### src/rtl/blksync_pkg.sv
// Shared types and line-level constants for the block-synchronous frame receiver.
// BLKSYNC_PARITY_EN adds the PARITY state to the state encoding.
package blksync_pkg;

  localparam logic START_BIT = 1'b1;
  localparam logic STOP_BIT  = 1'b0;

`ifdef BLKSYNC_PARITY_EN
  typedef enum logic [1:0] {IDLE = 2'd0, DATA = 2'd1, STOP = 2'd2, PARITY = 2'd3} state_e;
`else
  typedef enum logic [1:0] {IDLE = 2'd0, DATA = 2'd1, STOP = 2'd2} state_e;
`endif

endpackage

### src/rtl/blksync_shift.sv
// LSB-first payload shift register: bits enter at the MSB and move toward bit 0,
// so after WIDTH loads the first received bit sits at index 0.
module blksync_shift #(
  parameter int WIDTH = 8
) (
  input  logic             clk,
  input  logic             rst_n,
  input  logic             clear,
  input  logic             load,
  input  logic             din,
  output logic [WIDTH-1:0] data
);

  always_ff @(posedge clk or negedge rst_n) begin
    if (!rst_n) begin
      data <= '0;
    end else if (clear) begin
      data <= '0;
    end else if (load) begin
      data <= {din, data[WIDTH-1:1]};
    end
  end

endmodule

### src/rtl/blksync_frame_rx.sv
// Serial frame receiver: start(1), WIDTH payload bits LSB first, optional even parity, stop(0).
// Define BLKSYNC_PARITY_EN to enable the parity bit and its check.
module blksync_frame_rx
  import blksync_pkg::*;
#(
  parameter int WIDTH = 8
) (
  input  logic             clk,
  input  logic             rst_n,
  input  logic             rx_valid,
  input  logic             rx_bit,
  output logic             out_valid,
  output logic [WIDTH-1:0] out_data,
  input  logic             out_ready,
  output logic             frame_err,
  output logic             overrun
);

  localparam int CNT_W = $clog2(WIDTH);
  localparam logic [CNT_W-1:0] LAST_IDX = CNT_W'(WIDTH - 1);

  state_e             state, state_nxt;
  logic [CNT_W-1:0]   cnt, cnt_nxt;
  logic               shift_clear, shift_load;
  logic [WIDTH-1:0]   shift_data;
  logic               frame_good, frame_bad;
  logic               parity_bad;

`ifdef BLKSYNC_PARITY_EN
  logic parity_bad_nxt;
`else
  assign parity_bad = 1'b0;
`endif

  blksync_shift #(.WIDTH(WIDTH)) u_shift (
    .clk   (clk),
    .rst_n (rst_n),
    .clear (shift_clear),
    .load  (shift_load),
    .din   (rx_bit),
    .data  (shift_data)
  );

  // The counter holds at LAST_IDX on the final payload bit, so it never wraps.
  always_comb begin
    state_nxt   = state;
    cnt_nxt     = cnt;
    shift_clear = 1'b0;
    shift_load  = 1'b0;
    frame_good  = 1'b0;
    frame_bad   = 1'b0;
`ifdef BLKSYNC_PARITY_EN
    parity_bad_nxt = parity_bad;
`endif
    if (rx_valid) begin
      case (state)
        IDLE: begin
          if (rx_bit == START_BIT) begin
            state_nxt   = DATA;
            cnt_nxt     = '0;
            shift_clear = 1'b1;
          end
        end
        DATA: begin
          shift_load = 1'b1;
          if (cnt == LAST_IDX) begin
`ifdef BLKSYNC_PARITY_EN
            state_nxt = PARITY;
`else
            state_nxt = STOP;
`endif
          end else begin
            cnt_nxt = cnt + 1'b1;
          end
        end
`ifdef BLKSYNC_PARITY_EN
        PARITY: begin
          parity_bad_nxt = (rx_bit != (^shift_data));
          state_nxt      = STOP;
        end
`endif
        STOP: begin
          state_nxt = IDLE;
          if ((rx_bit == STOP_BIT) && !parity_bad) begin
            frame_good = 1'b1;
          end else begin
            frame_bad = 1'b1;
          end
        end
        default: state_nxt = IDLE;
      endcase
    end
  end

  always_ff @(posedge clk or negedge rst_n) begin
    if (!rst_n) begin
      state <= IDLE;
      cnt   <= '0;
    end else begin
      state <= state_nxt;
      cnt   <= cnt_nxt;
    end
  end

`ifdef BLKSYNC_PARITY_EN
  always_ff @(posedge clk or negedge rst_n) begin
    if (!rst_n) begin
      parity_bad <= 1'b0;
    end else begin
      parity_bad <= parity_bad_nxt;
    end
  end
`endif

  // A good frame may replace a word that is being accepted in the same cycle.
  always_ff @(posedge clk or negedge rst_n) begin
    if (!rst_n) begin
      out_valid <= 1'b0;
      out_data  <= '0;
      frame_err <= 1'b0;
      overrun   <= 1'b0;
    end else begin
      frame_err <= frame_bad;
      if (frame_good) begin
        if (!out_valid || out_ready) begin
          out_data  <= shift_data;
          out_valid <= 1'b1;
        end else begin
          overrun <= 1'b1;
        end
      end else if (out_valid && out_ready) begin
        out_valid <= 1'b0;
      end
    end
  end

endmodule

### config.mk
export PLATFORM = sky130hd
export DESIGN_NAME = blksync_frame_rx
export DESIGN_NICKNAME = d
export VERILOG_FILES = /design/src/rtl/blksync_pkg.sv /design/src/rtl/blksync_shift.sv /design/src/rtl/blksync_frame_rx.sv
export SDC_FILE = /design/constraint.sdc
export NUM_CORES = 1
export LEC_CHECK = 0
export ABC_AREA = 1
export BUFFER_PORTS_ARGS = -buffer_cell sky130_fd_sc_hd__buf_2
export CORE_MARGIN = 5
export CORE_UTILIZATION = 54
export CTS_CLUSTER_SIZE = 30
export DETAILED_ROUTE_END_ITERATION = 12
export PLACE_DENSITY = 0.85
export SLEW_MARGIN = 10
export SYNTH_ARGS = -nofsm -noshare
export SYNTH_HDL_FRONTEND = slang
export SYNTH_SLANG_ARGS = --single-unit
### constraint.sdc
create_clock -name clk -period 1.88 [get_ports clk]
set_clock_uncertainty 0.1 [all_clocks]
set_input_delay 0.188 -clock clk [delete_from_list [all_inputs] [get_ports clk]]
set_output_delay 0.188 -clock clk [all_outputs]
set_load 0.005 [all_outputs]
==> results by group <==
Outcome
  • Status: finished, final reports clean

Finish
  • Register area: between 600 and 700 um2
  • Multi-input gate area: 433 um2
  • ANT cells: 0
  • Layout cells sized above 1: 0.200
  • Fill count: around 170
  • Area growth from synthesis to layout: 13.4%
  • Nets: around 150
  • Final Core Density: 0.636

Setup path
  • Slowest cell on crit path: dfrtp_1
  • Required @ worst endpoint: ~2 ns
  • Worst r2r src: cnt[0]
  • Crit. End Element: flop
  • Worst-path fanout max: 4
  • CP arrival: ~1.7 ns
  • Buffers & Inverters on Critical Path: 0
  • Crit Path Class: reg -> reg
  • Max incr delay on CP: around 0.42 ns
  • Top delay family on crit path: flip-flops
  • Critical path origin: cnt[0]
  • CP Launch Type: flop
  • Worst path cell trace: ha_1, ha_1, a21oi_1, nand3_1, nand2_1, nand2_1

Clock network
  • Worst-path clk slew: ~0.14 ns
  • CTS Sinks: 24
  • Worst skew pair latency: about 0.32 ns
  • Total CTS buffers: 3
  • TritonCTS clock tree: yes
  • Clock Tree Buf Depth: 2
  • Clock Root Buffer: clkbuf_4
  • H-tree levels: 1
  • Setup Fix Bufs, Post-CTS: 0

Synth
  • Top-area cell type share of the netlist area: 0.552
  • Syn Nets: 130
  • Most area-hungry cell type in the Yosys netlist: dfrtp_1
  • Synth Area in Adders: 0.0230
  • Post-synthesis xor/xnor area fraction: 0
  • Post-synthesis mux area share: 0
  • Synth Area in Simple Gates: 0.354
  • Syn Area/Cell: ~9 um2
  • Synth cell types: 19
  • Combinational family with the most area after synthesis: simple AND/OR/NAND/NOR gates
  • Syn Inst Count: between 100 and 150
  • #FFs+latches synth: 24
  • Largest cells by area after synthesis: dfrtp_1 55%, nand2_1 14%, nand3_1 13%
  • Synth Area in Compound Gates: 0.0207
  • Sequential-to-total area share from yosys stat: 0.552
  • Post-Synthesis Cell Area: roughly 1100 um2
  • Count of warnings emitted by yosys: 0

Power
  • P per Cell Area: roughly 1100 nW/um2
  • VDD IR max: 0.749 mV
  • Static leakage: between 0.0007 and 0.0008 uW

GRT
  • Grt total ovfl: 0
  • Initial antenna violation count: 0
  • Largest net degree at the start of global routing: 25
  • First-pass GRT wire length: between 3 and 4 mm
  • Total track usage: 0.170
  • Vias in the first global route: 906

Drt
  • Total Wirelength: 2.15 mm
  • WL/cell: roughly 13 um
  • Iter 0 DRT Violations: 12
  • Vias: roughly 900
  • ANT nets after route: 0
  • DR DRC count: 0
  • Vias per Instance: 5.34
  • Drt pass-1 iters: 4

Min path
  • Min-delay src: rx_bit
  • Hold Path Class: in -> reg

Placed design
  • Dpl hpwl: around 1.6 mm
  • PortBufs: 15
  • Post-place setup slack: about 0.28 ns
  • Placer Congestion: between 0.7 and 0.8

STA
  • WHS: 0.0940 ns
  • RSZ-0062 raised after global routing: no
  • Final Cycle Share: 0.859
  • Max-slew violation total from the final report: 0
  • Post-layout minimum cycle time: approximately 1.6 ns
  • Slew of the pin with the lowest slew margin: a little over 0.5 ns
  • Setup violators final: 0
  • Post-route setup slack: roughly 0.27 ns
  • Fin. Hold Viols: 0
  • Fmax achieved: 0.619 GHz
  • Max-slew headroom: 0.657
  • Total negative slack: 0 ns

Floorplan
  • Core ar.: roughly 1900 um2
  • Die footprint: about 3000 um2
  • Ports: 16
  • Num rows: 16
  • Initial Util: 0.561
  • Die Y: around 55 um
  • Die width: about 55 um

Run
  • Max_cap viols: 0
## layer usage
metal  wire length [um]  vias up  global-route usage
met4                 74        0               0.101
met5                  0        -                   0
met2               1070       28               0.297
li1                   -      437                   -
met1                919      416               0.187
met3                 85       10              0.0375
## cell usage after synthesis, drive strengths merged
library cell,instances
a21oi,1
buf,1
clkbuf,2
dfrtp,24
ha,2
inv,8
nand2,43
nand3,30
nand3b,1
nor2,6
nor3,2
o21ai,2
o21bai,1
## stage by stage
| step | power [uW] | std cells | cell area, um2 |
|---|---|---|---|
| after detailed placement | 975 | 162 | 1170 |
| final | 1340 | 167 | 1230 |
| after global placement | 950 | 162 | 1170 |
| after CTS | 1350 | 167 | 1230 |
| after global routing | 1420 | 167 | 1230 |
| after floorplan | 911 | 123 | 1090 |
## cells in the final DEF (no fill, tap or decap)
cell type | Yosys | routed
bufinv_16 | 0 | 1
inv_2 | 1 | 1
nor3_4 | 1 | 1
ha_1 | 2 | 2
o21ai_0 | 2 | 2
dfrtp_1 | 24 | 24
clkbuf_4 | 0 | 3
nor3_1 | 1 | 1
nand2_1 | 40 | 40
nand2_2 | 3 | 3
a21oi_1 | 1 | 1
inv_1 | 7 | 7
nor2_1 | 4 | 4
o21bai_1 | 1 | 1
nand3_2 | 2 | 2
nand3b_1 | 1 | 1
buf_2 | 0 | 15
dlygate4sd3_1 | 0 | 1
nor2_2 | 2 | 2
nand3_1 | 28 | 28
## worst paths after layout
check                      slack, ns              end  cells after the start
setup / recovery                0.27           cnt[0]                      6
hold / removal                  0.09      out_data[5]                      4
setup reg to reg                0.27           cnt[0]                      6
hold reg to reg                 0.40           cnt[1]                      2
max in group asynchronous       1.07  u_shift.data[7]                      2
min in group asynchronous       0.25  u_shift.data[6]                      2
## state kept, by name, indices dropped and copies added (netlist names)
signal        flops
overrun           1
state             2
u_shift.data      8
frame_err         1
out_data          8
out_valid         1
cnt               3
## worst min-delay path, cell delays in order
cell     delay (ns)
buf_2          0.12
nor3_4         0.07
nand3_1        0.06
nand2_1        0.05
## cell families after synthesis
| group | count (synthesis) |
|---|---|
| DFF | 24 |
| and+or+nand+nor | 82 |
| adders and majority gates | 2 |
| AOI/OAI and AO/OA | 4 |
| buffers and inverters | 11 |
## layout make-up
| cell class | instances | area share |
|---|---|---|
| Timing Repair Buffer | 16 | 0.0689 |
| Clock inverter | 1 | 0.0243 |
| Clock buffer | 3 | 0.0182 |
| Inverter | 8 | 0.0243 |
| Multi-Input combinational cell | 88 | 0.351 |
| Tap cell | 27 | 0.0274 |
| Sequential cell | 24 | 0.486 |
## report_power, final
| part | total, uW | switching [uW] | internal, uW |
|---|---|---|---|
| sequential | 699 | 100 | 599 |
| clock | 369 | 154 | 216 |
| combinational | 271 | 176 | 95.3 |
| total | 1340 | 430 | 910 |
## repair_timing
action	CTS	global route
resized for setup	0	0
hold endpoints to repair	24	0
hold buffers	1	0
No activity file was read; power rests on OpenSTA's default activity.
